## src/rtl/cmp_link_pkg.sv

```systemverilog
// Shared types for the serial comparator link.
//   cmp_res_e   : one-hot comparator result {M,R,W}
//   cmp_state_e : driver FSM states
//   cmp_code()  : expected result for an unsigned operand pair
package cmp_link_pkg;

  // Widest operand cmp_code() accepts; callers zero-extend into it.
  localparam int CMP_MAX_W = 32;

  typedef enum logic [2:0] {
    NONE   = 3'b000,
    A_GT_B = 3'b001,
    A_EQ_B = 3'b010,
    A_LT_B = 3'b100
  } cmp_res_e;

  typedef enum logic [1:0] {
    IDLE,
    SHIFT,
    WAIT,
    HOLD
  } cmp_state_e;

  function automatic cmp_res_e cmp_code(input logic [CMP_MAX_W-1:0] a,
                                        input logic [CMP_MAX_W-1:0] b);
    if (a > b)       return A_GT_B;
    else if (a == b) return A_EQ_B;
    else             return A_LT_B;
  endfunction

endpackage

```

## src/rtl/cmp_serial_driver_if.sv

```systemverilog
// Bus bundle between the operand source / result consumer / comparator and
// the serial driver.
//   master : the driver side (accepts operands, drives serial bits, returns result)
//   slave  : the environment side (offers operands, drives res_in, takes result)
interface cmp_serial_driver_if #(
  parameter int WIDTH = 3
);
  logic             in_valid;
  logic             in_ready;
  logic [WIDTH-1:0] a_word;
  logic [WIDTH-1:0] b_word;
  logic             ser_a;
  logic             ser_b;
  logic             ser_active;
  logic             ser_first;
  logic [2:0]       res_in;
  logic             res_valid;
  logic             res_ready;
  logic [2:0]       res_data;
  logic [2:0]       res_exp;
  logic             res_ok;

  modport master (
    input  in_valid, a_word, b_word, res_in, res_ready,
    output in_ready, ser_a, ser_b, ser_active, ser_first,
           res_valid, res_data, res_exp, res_ok
  );

  modport slave (
    output in_valid, a_word, b_word, res_in, res_ready,
    input  in_ready, ser_a, ser_b, ser_active, ser_first,
           res_valid, res_data, res_exp, res_ok
  );
endinterface

```

## src/rtl/cmp_piso.sv

```systemverilog
// One serial lane: VEC_W-bit parallel-in / serial-out shift register, LSB first.
//   clk, rst : clock, synchronous active-high reset
//   load     : capture din, restart bit count
//   shift    : advance one bit
//   din      : parallel word
//   ser      : current serial bit (flop output)
//   done     : the bit now on ser is the last one of the word
module cmp_piso #(
  parameter int VEC_W = 3
) (
  input  logic             clk,
  input  logic             rst,
  input  logic             load,
  input  logic             shift,
  input  logic [VEC_W-1:0] din,
  output logic             ser,
  output logic             done
);
  localparam int CW = $clog2(VEC_W + 1);

  logic [VEC_W-1:0] sr;
  logic [CW-1:0]    cnt;

  // Zeros shift in from the top, so the lane idles at 0 once the word is out.
  always_ff @(posedge clk) begin
    if (rst) begin
      sr  <= '0;
      cnt <= '0;
    end else if (load) begin
      sr  <= din;
      cnt <= '0;
    end else if (shift) begin
      sr  <= sr >> 1;
      cnt <= cnt + CW'(1);
    end
  end

  assign ser  = sr[0];
  assign done = (cnt == CW'(VEC_W - 1));
endmodule

```

## src/rtl/cmp_serial_driver.sv

```systemverilog
// Transmit side of the serial comparator link. Captures an operand pair,
// shifts A and B out LSB first on two lanes, waits RES_LAT cycles, samples the
// comparator result and returns it with the expected code and a match flag.
//   clk, rst : clock, synchronous active-high reset
//   bus      : operand handshake, serial lanes, result handshake (master side)
module cmp_serial_driver
  import cmp_link_pkg::*;
#(
  parameter int WIDTH   = 3,
  parameter int RES_LAT = 1
) (
  input  logic                clk,
  input  logic                rst,
  cmp_serial_driver_if.master bus
);
  localparam int NUM_LANES = 2;
  localparam int WCW       = $clog2(RES_LAT + 1);

  cmp_state_e state_q, state_d;
  logic       load, shift, sample;

  logic [NUM_LANES-1:0][WIDTH-1:0] lane_din;
  logic [NUM_LANES-1:0]            lane_ser;
  logic [NUM_LANES-1:0]            lane_done;

  logic [WCW-1:0] wcnt_q;
  logic           wait_done;

  cmp_res_e   exp_q;
  logic [2:0] res_data_q;
  logic       res_ok_q;
  logic       in_ready_q, res_valid_q, ser_active_q, ser_first_q;

  // Lane 0 carries A, lane 1 carries B.
  assign lane_din[0] = bus.a_word;
  assign lane_din[1] = bus.b_word;

  for (genvar l = 0; l < NUM_LANES; l++) begin : g_lane
    cmp_piso #(.VEC_W(WIDTH)) u_piso (
      .clk  (clk),
      .rst  (rst),
      .load (load),
      .shift(shift),
      .din  (lane_din[l]),
      .ser  (lane_ser[l]),
      .done (lane_done[l])
    );
  end

  assign wait_done = (wcnt_q == WCW'(RES_LAT - 1));

  always_comb begin
    state_d = state_q;
    load    = 1'b0;
    shift   = 1'b0;
    sample  = 1'b0;
    case (state_q)
      IDLE: if (bus.in_valid) begin
        load    = 1'b1;
        state_d = SHIFT;
      end
      SHIFT: begin
        shift = 1'b1;
        if (&lane_done) state_d = WAIT;
      end
      WAIT: if (wait_done) begin
        sample  = 1'b1;
        state_d = HOLD;
      end
      HOLD: if (bus.res_ready) state_d = IDLE;
      default: state_d = IDLE;
    endcase
  end

  // Status outputs are registered off the next state so they line up with
  // state_q without any combinational path from the inputs.
  always_ff @(posedge clk) begin
    if (rst) begin
      state_q      <= IDLE;
      wcnt_q       <= '0;
      exp_q        <= NONE;
      res_data_q   <= '0;
      res_ok_q     <= 1'b0;
      in_ready_q   <= 1'b1;
      res_valid_q  <= 1'b0;
      ser_active_q <= 1'b0;
      ser_first_q  <= 1'b0;
    end else begin
      state_q      <= state_d;
      in_ready_q   <= (state_d == IDLE);
      res_valid_q  <= (state_d == HOLD);
      ser_active_q <= (state_d == SHIFT);
      ser_first_q  <= load;
      wcnt_q       <= (state_q == WAIT) ? wcnt_q + WCW'(1) : '0;
      if (load)
        exp_q <= cmp_code(CMP_MAX_W'(bus.a_word), CMP_MAX_W'(bus.b_word));
      if (sample) begin
        res_data_q <= bus.res_in;
        // Full-vector compare: zero and multi-hot codes never match.
        res_ok_q   <= (bus.res_in == exp_q);
      end
    end
  end

  assign bus.in_ready   = in_ready_q;
  assign bus.ser_a      = lane_ser[0];
  assign bus.ser_b      = lane_ser[1];
  assign bus.ser_active = ser_active_q;
  assign bus.ser_first  = ser_first_q;
  assign bus.res_valid  = res_valid_q;
  assign bus.res_data   = res_data_q;
  assign bus.res_exp    = exp_q;
  assign bus.res_ok     = res_ok_q;
endmodule

```

## src/flat_wrapper.sv

```systemverilog
// flat-port wrapper written by rule: the top's interface ports become plain ports
module cmp_serial_driver_flat import cmp_link_pkg::*;
#(
  parameter int WIDTH   = 3,
  parameter int RES_LAT = 1
)
  (clk, rst, bus_in_valid, bus_a_word, bus_b_word, bus_res_in, bus_res_ready, bus_in_ready, bus_ser_a, bus_ser_b, bus_ser_active, bus_ser_first, bus_res_valid, bus_res_data, bus_res_exp, bus_res_ok);
  cmp_serial_driver_if #(.WIDTH(WIDTH)) bus_i ();
  input  logic clk;
  input  logic rst;
  input wire logic [$bits(bus_i.in_valid)-1:0] bus_in_valid;
  input wire logic [$bits(bus_i.a_word)-1:0] bus_a_word;
  input wire logic [$bits(bus_i.b_word)-1:0] bus_b_word;
  input wire logic [$bits(bus_i.res_in)-1:0] bus_res_in;
  input wire logic [$bits(bus_i.res_ready)-1:0] bus_res_ready;
  output wire logic [$bits(bus_i.in_ready)-1:0] bus_in_ready;
  output wire logic [$bits(bus_i.ser_a)-1:0] bus_ser_a;
  output wire logic [$bits(bus_i.ser_b)-1:0] bus_ser_b;
  output wire logic [$bits(bus_i.ser_active)-1:0] bus_ser_active;
  output wire logic [$bits(bus_i.ser_first)-1:0] bus_ser_first;
  output wire logic [$bits(bus_i.res_valid)-1:0] bus_res_valid;
  output wire logic [$bits(bus_i.res_data)-1:0] bus_res_data;
  output wire logic [$bits(bus_i.res_exp)-1:0] bus_res_exp;
  output wire logic [$bits(bus_i.res_ok)-1:0] bus_res_ok;
  assign bus_i.in_valid = bus_in_valid;
  assign bus_i.a_word = bus_a_word;
  assign bus_i.b_word = bus_b_word;
  assign bus_i.res_in = bus_res_in;
  assign bus_i.res_ready = bus_res_ready;
  assign bus_in_ready = bus_i.in_ready;
  assign bus_ser_a = bus_i.ser_a;
  assign bus_ser_b = bus_i.ser_b;
  assign bus_ser_active = bus_i.ser_active;
  assign bus_ser_first = bus_i.ser_first;
  assign bus_res_valid = bus_i.res_valid;
  assign bus_res_data = bus_i.res_data;
  assign bus_res_exp = bus_i.res_exp;
  assign bus_res_ok = bus_i.res_ok;
  cmp_serial_driver #(.WIDTH(WIDTH), .RES_LAT(RES_LAT)) u_core (.clk(clk), .rst(rst), .bus(bus_i));
endmodule
```

## config.mk

```make
export PLATFORM = sky130hd
export DESIGN_NAME = cmp_serial_driver_flat
export DESIGN_NICKNAME = d
export VERILOG_FILES = /design/src/rtl/cmp_link_pkg.sv /design/src/rtl/cmp_serial_driver_if.sv /design/src/rtl/cmp_piso.sv /design/src/rtl/cmp_serial_driver.sv /design/src/flat_wrapper.sv
export SDC_FILE = /design/constraint.sdc
export NUM_CORES = 1
export LEC_CHECK = 0
export CAP_MARGIN = 5
export CELL_PAD_IN_SITES_DETAIL_PLACEMENT = 1
export CELL_PAD_IN_SITES_GLOBAL_PLACEMENT = 2
export CORE_ASPECT_RATIO = 0.8
export CORE_UTILIZATION = 30
export CTS_CLUSTER_DIAMETER = 40
export DETAILED_ROUTE_END_ITERATION = 10
export PLACE_DENSITY = 0.81
export SKIP_CTS_REPAIR_TIMING = 1
export SLEW_MARGIN = 20
export SYNTH_ARGS = -nofsm -noshare
export SYNTH_HDL_FRONTEND = slang
export SYNTH_SLANG_ARGS = --single-unit
```

## constraint.sdc

```tcl
create_clock -name clk -period 2.13 [get_ports clk]
set_input_delay 0.426 -clock clk [delete_from_list [all_inputs] [get_ports clk]]
set_output_delay 0.426 -clock clk [all_outputs]
set_load 0.005 [all_outputs]
```

==> impl_results.md <==
* Vias/cell at 4.90
* Post-synth net total at 134
* CP Cell Sequence: clkdlybuf4s50_1 -> nor3b_4 -> nor2_1 -> nand2_1 -> a21oi_1
* PortBufs at 25
* HP Class: flip-flop to flip-flop
* Synth cell types at 31
* # H-tree levels at 1
* Synth warn at 0
* Sequential share of power at 0.534
* Sw Ratio at 0.248
* Mapped Cells at 116
* Power per cell area at 645 mW/mm²
* Yosys reg bits at 24
* Largest net degree at the start of global routing at 15
* Die span in y at 55.0 µm
* Worst R2R Path Depth at 5
* DR vias at 901
* Pre-CTS setup slack at 0.138 ns
* Vias in the first global route at 877
* Critical Path End Type: flip-flop
* Post-route ant nets at 0
* Crit path max fanout at 14
* Comb pwr share at 0.166
* Final net count at 164
* Ys flop type: dfxtp_1
* Count leader, synth: dfxtp_1
* TritonCTS Buffers at 3
* Fmax at 580 MHz
* Total gr overflow at 0
* Clock sinks at 24
* Share of layout cells above drive strength 1 at 0.0903
* Top cell type's share of synthesized area at 0.456
* Filler instances at 382
* WP buf/inv at 1
* I/O Pins at 26
* Startpoint types: input pin
* Max-slew violations at 0
* Number of detailed-route iterations in the first pass at 4
* HPWL Detailed at 1900 µm
* Minimum clock period at 1.72 ns
* RSZ-0062 raised after global routing: false
* Leak at 0.517 nW
* CTS tree: yes
* Reg clk slew, reported paths at 0.08 ns
* Setup violators final at 0
* Worst-margin pin slew at 0.580 ns
* Sum of negative setup slack at 0 ns
* Critical path class: input pin to flip-flop
* Initial Util at 0.327
* Status: finished, final reports clean
* CTS Root Cell: clkbuf_8
* Initial DRC count at 23
* Final Hold Fails at 0
* Clock power frac at 0.300
* Critical-path top delay cell: nor3b_4
* Die X at 68.3 µm
* Routed Wire Length at 2450 µm
* Peak supply drop at 252 µV
* Crit path arrival time at 1.87 ns
* CP Data Required Time at 2.28 ns
* Delay-heaviest family, CP: simple AND/OR/NAND/NOR gates
* Area Overhead vs Synth at 32.7%
* Number of synthesized flops with an enable pin at 0
* Die area at 0.00375 mm²
* Design Power at 0.901 mW
* # diodes at 0
* Skew-Pair Late Insertion Delay at 0.27 ns
* Mapped Area at 0.00105 mm²
* Syn_area_per_cell at 9.08 µm²
* Internal Power at 0.677 mW
* Final GP Congestion at 0.774
* Rows at 18
* Hold Path Stages at 2
* Total track usage at 0.148
* Final WS setup at 0.407 ns
* Sequential share of the synthesized area at 0.456
* Area contributors post-synth: dfxtp_1 46%, ha_1 5.9%, a21oi_1 5.7%, nand2_1 5.0%, xnor2_1 4.2%
* Global-route wire length before repair at 4000 µm
* CP Depth at 5
* Core ar. at 0.00322 mm²
* Final period util at 0.809
* Worst path max stage delay at 0.54 ns
* Max-slew headroom at 0.613
* CTS Buffer Depth at 2
* Net Sw Power at 0.224 mW
* Post-synth ARST share at 0
* Max-cap violations at 0
* Initial antenna violation count at 0
* Residual DRC at 0
* Worst Skew at 0.00394 ns
* Most frequent cells after synthesis: 24 x dfxtp_1, 14 x nand2_1, 12 x a21oi_1, 10 x nor2_1, 8 x inv_1
* Yosys top cell by area: dfxtp_1
* WL/cell at 13.3 µm
## layer usage
layer,routed length [µm],vias to the layer above,part of all wire,track usage
met3,107,4,0.044,0.0492
met1,1200,422,0.49,0.186
met5,0,-,0,0
met2,1120,16,0.46,0.242
met4,26,0,0.011,0.0417
li1,-,459,-,-
## cells by family after synthesis
| family | after synthesis | synth area share |
|---|---|---|
| buf+inv | 14 | 0.0689 |
| flops | 24 | 0.456 |
| xor+xnor | 5 | 0.0416 |
| simple gates | 43 | 0.219 |
| compound gates | 25 | 0.156 |
| fa+ha+maj | 5 | 0.0594 |
## state kept, by name, summed over array words and instances (netlist names), 2 cells and up
name / cells
u_core.state_q: 2
u_core.bus.res_exp: 3
u_core.g_lane.u_piso.sr: 6
u_core.g_lane.u_piso.cnt: 4
u_core.bus.res_data: 3
## path summary, 6_finish.rpt
path	startpoint	end	slack [ns]
hold / removal	u_core.bus.res_ok	u_core.bus.res_ok	0.47
setup reg to reg	u_core.state_q[1]	u_core.g_lane[1].u_piso.sr[0]	0.62
setup / recovery	bus_in_valid	u_core.g_lane[1].u_piso.sr[0]	0.41
hold reg to reg	u_core.bus.res_ok	u_core.bus.res_ok	0.47
## cell type report
cell class / count / area [µm²] / area share
Timing Repair Buffer: 31 / 295 / 0.211
Clock buffer: 3 / 41.3 / 0.0295
Multi-Input combinational cell: 78 / 500 / 0.358
Tap cell: 40 / 50.0 / 0.0358
Inverter: 8 / 30.0 / 0.0215
Sequential cell: 24 / 480 / 0.344
## worst register-to-register path, stage by stage (launching register included)
cell     delay, ns
dfxtp_1       0.59
nor2b_2       0.18
buf_4         0.20
nor2_1        0.21
nand2_1       0.08
a21oi_1       0.17
## stage by stage
stage	hold slack [ns]	utilization	area, µm²	std cells
floorplan	0.436	-	1050	116
finish	0.466	0.434	1400	184
global route	0.481	0.434	1400	184
global placement	0.443	0.421	1360	181
detailed placement	0.457	0.421	1360	181
CTS	0.470	0.434	1400	184
## power groups by stage
| stage | registers (mW) | clock network [mW] | logic [mW] |
|---|---|---|---|
| finish | 0.481 | 0.270 | 0.150 |
| global route | 0.484 | 0.300 | 0.168 |
| global placement | 0.491 | 0 | 0.146 |
| floorplan | 0.491 | 0 | 0.0810 |
| detailed placement | 0.493 | 0 | 0.152 |
| CTS | 0.482 | 0.286 | 0.152 |
## placed cells by master, fill, tap and decap left out, drive strengths merged
cell type,synthesis,routed
a22oi,4,4
o21a,1,1
a32oi,1,1
nand3,5,5
nor3b,4,4
clkbuf,0,3
or3b,1,1
a21o,1,1
buf,6,6
xnor2,5,5
nor3,3,3
o311ai,1,1
and3,1,1
a32o,1,1
o21ai,1,1
a21oi,12,12
nor2,10,10
nor2b,1,1
nand4,2,2
a2111oi,2,2
ha,5,5
and4,1,1
o32ai,1,1
inv,8,8
clkdlybuf4s50,0,25
nand2b,1,1
dfxtp,24,24
nand2,14,14
(Power assumes the default switching activity.)
